**src/rtl/syn_current_accum.sv**
```systemverilog
// Synaptic current accumulator: a local fp32 weight table kept in step by the STDP
// write port, plus a one-synapse-per-cycle pass that sums the weights of spiking inputs.

module syn_fp32_add (
  input  logic [31:0] a,
  input  logic [31:0] b,
  output logic [31:0] y
);
  logic        swap, sl, sub, rnd;
  logic [31:0] xl, xs;
  logic [9:0]  el, es, d, e, e_out, lz, sh;
  logic [26:0] ml_x, ms_x, ms_sh, norm;
  logic [27:0] sum;
  logic [24:0] mant;
  logic [22:0] frac;
  logic [4:0]  pos;

  always_comb begin
    pos   = '0;
    lz    = '0;
    sh    = '0;
    // Order operands by magnitude so the subtract never goes negative
    swap  = (b[30:0] > a[30:0]);
    xl    = swap ? b : a;
    xs    = swap ? a : b;
    sl    = xl[31];
    sub   = xl[31] ^ xs[31];
    el    = {2'b0, (xl[30:23] == 8'd0) ? 8'd1 : xl[30:23]};
    es    = {2'b0, (xs[30:23] == 8'd0) ? 8'd1 : xs[30:23]};
    ml_x  = {(xl[30:23] != 8'd0), xl[22:0], 3'b000};
    ms_x  = {(xs[30:23] != 8'd0), xs[22:0], 3'b000};
    d     = el - es;
    if (d >= 10'd27) begin
      ms_sh = {26'b0, |ms_x};
    end else begin
      ms_sh    = ms_x >> d;
      ms_sh[0] = ms_sh[0] | (|(ms_x & ~(27'h7FFFFFF << d)));
    end
    sum = sub ? ({1'b0, ml_x} - {1'b0, ms_sh}) : ({1'b0, ml_x} + {1'b0, ms_sh});
    for (int i = 0; i < 27; i++)
      if (sum[i]) pos = 5'(i);
    if (sum[27]) begin
      norm = {sum[27:2], sum[1] | sum[0]};
      e    = el + 10'd1;
    end else begin
      // Left-normalise, but stop at the minimum exponent so tiny results go subnormal
      lz   = 10'd26 - {5'b0, pos};
      sh   = (lz < el) ? lz : (el - 10'd1);
      norm = sum[26:0] << sh;
      e    = el - sh;
    end
    rnd  = norm[2] & (norm[1] | norm[0] | norm[3]);
    mant = {1'b0, norm[26:3]} + {24'b0, rnd};
    if (mant[24]) begin
      e_out = e + 10'd1;
      frac  = mant[23:1];
    end else begin
      e_out = mant[23] ? e : 10'd0;
      frac  = mant[22:0];
    end
    y = {sl, e_out[7:0], frac};
    if (e_out >= 10'd255) y = {sl, 8'hFF, 23'b0};
    if (sum == 28'd0) y = {a[31] & b[31], 31'b0};
    if (xl[30:23] == 8'hFF) begin
      if (xl[22:0] != 23'd0 || (xs[30:23] == 8'hFF && sub)) y = 32'h7FC00000;
      else y = xl;
    end
  end
endmodule

module syn_current_accum #(
  parameter int NUM_SYN = 10,
  parameter int ADDR_W  = 9,
  parameter int DATA_W  = 32
) (
  input  logic               CLK,
  input  logic               RST,
  input  logic               WE,
  input  logic [ADDR_W-1:0]  ADDR,
  input  logic [DATA_W-1:0]  WEIGHT,
  input  logic               START,
  input  logic [NUM_SYN-1:0] PRE_SPIKES,
  output logic               BUSY,
  output logic               DONE,
  output logic [DATA_W-1:0]  I_SYN
);
  localparam int IDX_W = (NUM_SYN > 1) ? $clog2(NUM_SYN) : 1;
  localparam logic [IDX_W-1:0] LAST = IDX_W'(NUM_SYN - 1);

  typedef enum logic [1:0] {IDLE, ACCUM, FINISH} state_t;

  typedef struct packed {
    logic              we;
    logic [ADDR_W-1:0] addr;
    logic [DATA_W-1:0] data;
  } wr_req_t;

  state_t                           state, state_nxt;
  wr_req_t                          wr;
  logic [NUM_SYN-1:0][DATA_W-1:0]   w_q;
  logic [NUM_SYN-1:0]               spike_q;
  logic [IDX_W-1:0]                 idx;
  logic [DATA_W-1:0]                acc, acc_sum;

  assign wr = '{we: WE, addr: ADDR, data: WEIGHT};

  // Out-of-range addresses match no entry and are dropped
  always_ff @(posedge CLK) begin
    if (RST) begin
      w_q <= '0;
    end else begin
      for (int i = 0; i < NUM_SYN; i++)
        if (wr.we && wr.addr == ADDR_W'(i)) w_q[i] <= wr.data;
    end
  end

  // Reads the pre-edge entry, so a same-cycle write only lands for the next pass
  syn_fp32_add u_add (
    .a (acc),
    .b (w_q[idx]),
    .y (acc_sum)
  );

  always_ff @(posedge CLK) begin
    if (RST) state <= IDLE;
    else     state <= state_nxt;
  end

  always_comb begin
    state_nxt = state;
    case (state)
      IDLE:    if (START) state_nxt = ACCUM;
      ACCUM:   if (idx == LAST) state_nxt = FINISH;
      FINISH:  state_nxt = IDLE;
      default: state_nxt = IDLE;
    endcase
  end

  always_ff @(posedge CLK) begin
    if (RST) begin
      spike_q <= '0;
      idx     <= '0;
      acc     <= '0;
      BUSY    <= 1'b0;
      DONE    <= 1'b0;
      I_SYN   <= '0;
    end else begin
      DONE <= 1'b0;
      case (state)
        IDLE: if (START) begin
          spike_q <= PRE_SPIKES;
          acc     <= '0;
          idx     <= '0;
          BUSY    <= 1'b1;
        end
        ACCUM: begin
          if (spike_q[idx]) acc <= acc_sum;
          if (idx != LAST) idx <= idx + IDX_W'(1);
        end
        FINISH: begin
          I_SYN <= acc;
          DONE  <= 1'b1;
          BUSY  <= 1'b0;
        end
        default: ;
      endcase
    end
  end
endmodule

```
**config.mk**
```make
export PLATFORM = sky130hd
export DESIGN_NAME = syn_current_accum
export DESIGN_NICKNAME = d
export VERILOG_FILES = /design/src/rtl/syn_current_accum.sv
export SDC_FILE = /design/constraint.sdc
export NUM_CORES = 1
export LEC_CHECK = 0
export CAP_MARGIN = 5
export CORE_MARGIN = 2
export CORE_UTILIZATION = 57
export DETAILED_ROUTE_END_ITERATION = 8
export PLACE_DENSITY = 0.78
export SLEW_MARGIN = 40
export SYNTH_ARGS = -nofsm -noshare
export SYNTH_HDL_FRONTEND = slang
export SYNTH_SLANG_ARGS = --single-unit
```
**constraint.sdc**
```tcl
create_clock -name CLK -period 17.9 [get_ports CLK]
set_input_delay 3.58 -clock CLK [delete_from_list [all_inputs] [get_ports CLK]]
set_output_delay 3.58 -clock CLK [all_outputs]
set_load 0.05 [all_outputs]
```
After elaboration in Yosys (flattened, before gate mapping)

Cells that the tools add are included.

Word-level logic and storage cells: 150
Flip-flop bits (word level): 402
Bits of input ports: 55

Bitwise logic cells: 9
Add/sub/neg operators: 10
Eq/ne operators: 19
Mux-type cells: 58
Reduce and logical (&&, ||, !) cells: 29
Magnitude comparators: 5
Shifts and indexed selects: 3

Operators with widths:

| kind                                                 | count |
|---|---|
| 2-to-1 mux 32 bit                                    | 8 |
| binary-select mux 32 bit (select 4 bit)              | 1 |
| case mux 32 bit (2 select lines)                     | 1 |
| 2-to-1 mux 5 bit                                     | 11 |
| 2-to-1 mux 27 bit                                    | 2 |
| 2-to-1 mux 10 bit                                    | 4 |
| 2-to-1 mux 4 bit                                     | 10 |
| equality test 9 x 3 -> 1 bit (second input constant) | 4 |
| greater-than comparator 31 bit                       | 1 |
| 2-to-1 mux 31 bit                                    | 1 |
| adder 27 x 27 -> 28 bit                              | 1 |
| logical NOT 28 bit                                   | 1 |
| 2-to-1 mux 28 bit                                    | 1 |
| subtractor 27 x 27 -> 28 bit                         | 1 |
| AND 27 bit                                           | 1 |
| inverter 27 bit                                      | 1 |
| OR reduction 27 bit                                  | 1 |
| << shifter 27 x 10 -> 27 bit                         | 1 |
| << shifter 27 x 10 -> 27 bit (first input constant)  | 1 |
| >> shifter 27 x 10 -> 27 bit                         | 1 |
| adder 24 x 1 -> 25 bit                               | 1 |
| OR reduction 24 bit                                  | 1 |
| 2-to-1 mux 23 bit                                    | 1 |
| nonzero test 23 bit                                  | 1 |
| 40 further kinds                                     | 76 |

Longest topological paths before layout

Depth in word-level cells: 58
Gate-level depth with buffers: 99
Mapped depth without buffers: 82

Hierarchy

Synthesis repeated with hierarchy kept, for this count alone.

Cell total of the unflattened synthesis: 4,105
Area, all modules: 30,453.0 um2

Modules (own cells, without submodules):

| module            | seq. area each (um2) | cells each | area an instance (um2) | times used |
|---|---|---|---|---|
| syn_current_accum | 8,047.7              | 1,951      | 16,723.5               | 1 |
| syn_fp32_add      | 0.0                  | 2,154      | 13,729.4               | 1 |

Least setup slack after synthesis

No wires, ideal clock.

Path kind: register to register
Start: register idx[0]
End: register acc[22]
Cell stages (with the launch flop): 91
Period minus slack after synthesis: 17.644 ns
Slack: 0.256 ns
Data arrival time: 17.511 ns
Setup time: 0.134 ns
Buffers on the path: 15
Cells stage by stage: dfxtp_1 > buf_6 > buf_6 > buf_6 > buf_6 > mux4_2 > nor2_1 > o22a_1 > inv_1 > ha_1 > nand4_1 > nor4_1 > nor2b_1 > o21ai_1 > clkbuf_1 > buf_1 > a21oi_1 > a21oi_1 > (+55 left out) > buf_1 > ha_1 > inv_1 > fa_1 > a21o_1 > a21o_1 > a21o_1 > a21oi_1 > xnor2_1 > nand2_1 > o21ai_0 > and3_1 > nand2_1 > or4_1 > a21boi_1 > nor4_4 > buf_6 > o22ai_1

Cells in the longest elaborated chain, start to end: 58
Elaborated cells between the ends (all ways): 86

Ends and longest elaborated chain:

| element                                     | line   | text |
|---|---|---|
| start: declaration                          | 102    | `logic [IDX_W-1:0] idx;` |
| start signal: assignment                    | 158    | `if (idx != LAST) idx <= idx + IDX_W'(1);` |
| binary-select mux 32 bit (select 4 bit)     | 120    | `.b (w_q[idx]),` |
| 2-to-1 mux 32 bit (implied by the code)     | 120    |  |
| greater-than comparator 31 bit              | 23     | `swap = (b[30:0] > a[30:0]);` |
| 2-to-1 mux 32 bit, on equally long branches | 24, 25 |  |
| logical NOT 8 bit, on equally long branches | 28, 29 |  |
| 2-to-1 mux 8 bit, on equally long branches  | 28, 29 |  |
| subtractor 8 x 8 -> 9 bit                   | 32     | `d = el - es;` |
| << shifter 27 x 10 -> 27 bit                | 37     | `ms_sh[0] = ms_sh[0] \| (\|(ms_x & ~(27'h7FFFFFF << d)));` |
| (+42 left out)                              | -      |  |
| 2-to-1 mux 10 bit                           | 58     | `e_out = mant[23] ? e : 10'd0;` |
| 2-to-1 mux 10 bit                           | 54     | `if (mant[24]) begin` |
| greater-or-equal comparator 10 x 8 -> 1 bit | 62     | `if (e_out >= 10'd255) y = {sl, 8'hFF, 23'b0};` |
| 2-to-1 mux 31 bit                           | 62     |  |
| 2-to-1 mux 32 bit                           | 63     | `if (sum == 28'd0) y = {a[31] & b[31], 31'b0};` |
| 2-to-1 mux 32 bit                           | 64     | `if (xl[30:23] == 8'hFF) begin` |
| 2-to-1 mux 32 bit                           | 157    | `if (spike_q[idx]) acc <= acc_sum;` |
| case mux 32 bit (2 select lines)            | 149    | `case (state)` |
| end signal: assignment                      | 157    |  |
| end: declaration                            | 103    | `logic [DATA_W-1:0] acc, acc_sum;` |

Several ways; a longest one is shown, not always the timed one. The select of a mux whose other input is x is not followed.
A chain may end at the register's enable or synchronous reset.

Worst setup path in the final report

Ends and elaborated chain as after synthesis.

==> out/metrics.cfg <==
[clocking]
h-tree-depth=2
cts.sink_count=402
cts_hold_buf=0
cts-root-buf=clkbuf_16
cts_tree=built
path_clk_slew_ns=0.07
cts_buffers=37
clk_path_buf_depth=3
clk_latency_ns=0.54

[hold_path]
hp-class=register to register

[yosys]
synth-simple-area-share_pct=24.93
synth.distinct_cells=124
netlist.area_leader.share_pct=26.60
yosysMostFrequentCell=nand2_1
synth_xor_area_share_pct=1.940
ys.flop_type=dfxtp_1
synth_compound_area_share_pct=27.06
async_reset_ff_share_pct=0
yosysWarnings=0
syn_avg_cell_area_um2=7.178
synthTopCellsByArea=dfxtp_1, nand2_1, a21oi_1, mux2i_1, ha_1
synth_top_family_by_area=compound AO/OA/AOI/OAI gates
synth_mux_area_share_pct=8.490
synth_seq_cells=402
synth_area_um2=30250
ys_seq_area_share_pct=26.60
yosysTopAreaCell=dfxtp_1
synth_fa_ha_area_share_pct=4.706
synthCells=4215
synth-edff-count=0
synth_commonest_cells=nand2_1, a21oi_1, dfxtp_1

[sta]
finalMaxSlewViolations=0
final_hold_viol_count=0
fin_tns_setup_ns=0
fin_crit_sh_pct=95.68
fin_crit_ns=17.13
maxSlewHeadroom_pct=38.99
fin_ws_ns=0.7735
setup_viol_count_final=0
worst_slew_pin_slew_ns=0.9067
finClkSkew_ns=0.01583
max_freq_mhz=58.39

[placed_design]
dp_hpwl_mm=89.08
io_buffers=88
gp_congestion=1.070
dp_slack_ns=-0.2258

[detailed_routing]
drt_iter0_drc=3880
vias_per_cell=6.848
firstDrtPassIters=7
wl_per_cell_um=25.65
antenna_left=0
vias=33670
drc=0
routed_wl_mm=126.1

[layout]
fin_util_pct=64.51
synthToLayoutAreaGrowth_pct=12.05
final_nets=4370
drive_gt1_share_pct=11.63
diodes=0

[floorplan]
io_pins=89
num_rows=84
core_area_um2=52550
start_util_pct=57.57
die_area_um2=54940
die_h_um=234.4
die_w_um=234.4

[worst_setup_path]
cp.arrival_ns=17.53
rr_startpoint=idx[0]
cp-endpoint=acc[22]
worstSetupPathType=register to register
max_stage_delay_ns=0.55
ff2ff_path_depth=80
slowest_stage=mux4_2
cp-start-kind=register
worstReg2RegEnd=acc[22]
cp-startpoint=idx[0]
crit_path_end_kind=register
rrSetupSlack_ns=0.77
worstPathRequired_ns=18.30
crit_top_cell=buf_4
crit_path_max_fanout=23

[global_route]
antenna_found_initial=1
grt_pass1_wl_mm=186.9
track_usage_pct=44.28
grt_max_degree=109
overflow=0
grt_pass1_vias=31380

[status]
status=completed

[job]
cap_viol_max_count=0

[worst min-delay path by stage]
stage	from	to	slack, ns	cells after the start
floorplan	w_q[296]	w_q[296]	0.43	2
global placement	w_q[81]	w_q[81]	0.44	2
detailed placement	w_q[89]	w_q[89]	0.44	2
CTS	w_q[89]	w_q[89]	0.45	2
global route	w_q[258]	w_q[258]	0.47	2
finish	w_q[222]	w_q[222]	0.45	2
[critical path: cells and delay by family (launching register included)]
family | cells | cell delay [ns]
AO/OA/AOI/OAI | 34 | 7.47
XOR/XNOR | 1 | 0.17
adder cells (fa/ha/maj) | 6 | 1.86
buffers and inverters | 16 | 2.93
flip-flops | 1 | 0.46
multiplexers | 3 | 1.14
AND/OR/NAND/NOR | 20 | 2.89
[layer usage]
metal  vias to the layer above  wire (um)  global-route usage, %
met3                       588      12230                  8.731
met5                         -         14                      0
met4                         2      10530                  33.10
met2                      2213      57720                  71.50
met1                     15840      45630                  52.12
li1                      15030          -                      -
[metrics by stage]
| step | hold WS [ns] | instance area (um^2) | std cells |
|---|---|---|---|
| floorplan | 0.4329 | 30260 | 4217 |
| global placement | 0.4386 | 31960 | 4822 |
| detailed placement | 0.4442 | 32060 | 4825 |
| CTS | 0.4530 | 33280 | 4891 |
| global route | 0.4677 | 33900 | 4917 |
| finish | 0.4528 | 33900 | 4917 |
[cell usage in the layout, fill, tap and decap left out, types with 39 or more instances in the layout]
cell type	synthesis	layout
nand2_1	978	975
a21oi_1	558	551
dfxtp_1	402	400
nor2_1	287	281
buf_4	11	172
mux2i_1	141	138
o21ai_0	125	117
inv_1	116	116
ha_1	109	108
clkdlybuf4s50_1	0	87
nor3_1	88	86
nand3_1	76	75
o211ai_1	53	53
a211oi_1	52	48
a21o_1	43	43
o21ai_1	35	40
xnor2_1	42	39
nand4_1	39	39
o22ai_1	45	39
clkbuf_16	0	39
[kinds of logic after synthesis]
logic type / after synthesis
AND/OR/NAND/NOR: 1709
flip-flops: 402
multiplexers: 206
other: 1
buffers and inverters: 458
XOR/XNOR: 67
adder cells (fa/ha/maj): 112
AO/OA/AOI/OAI: 1260
[final cells by class]
cell class / count / area [um^2]
inverters: 126 / 483.0
clock inverters: 10 / 66.31
clock buffers: 55 / 1116
flip-flops and latches: 402 / 8053
repair buffers: 279 / 2506
multi-input cells: 3357 / 20820
well taps: 688 / 860.8
fillers: 4687 / 18650
[registers in the layout, indices dropped and copies added, names as in the netlist]
signal / count
state: 2
spike_q: 10
I_SYN: 32
w_q: 320
idx: 4
acc: 32
BUSY: 1
DONE: 1
[timing repair]
action / 4_1_cts / 5_1_grt
endpoints found under the setup margin: 25 / 31
pin swaps: 0 / 15
buffers inserted: 1 / 25
gates cloned: 0 / 0
gates resized for setup: 4 / 81
Power is left out: the tool's default activity adds up to more than one toggle a clock period on the data nets, which glitch-free logic cannot reach.
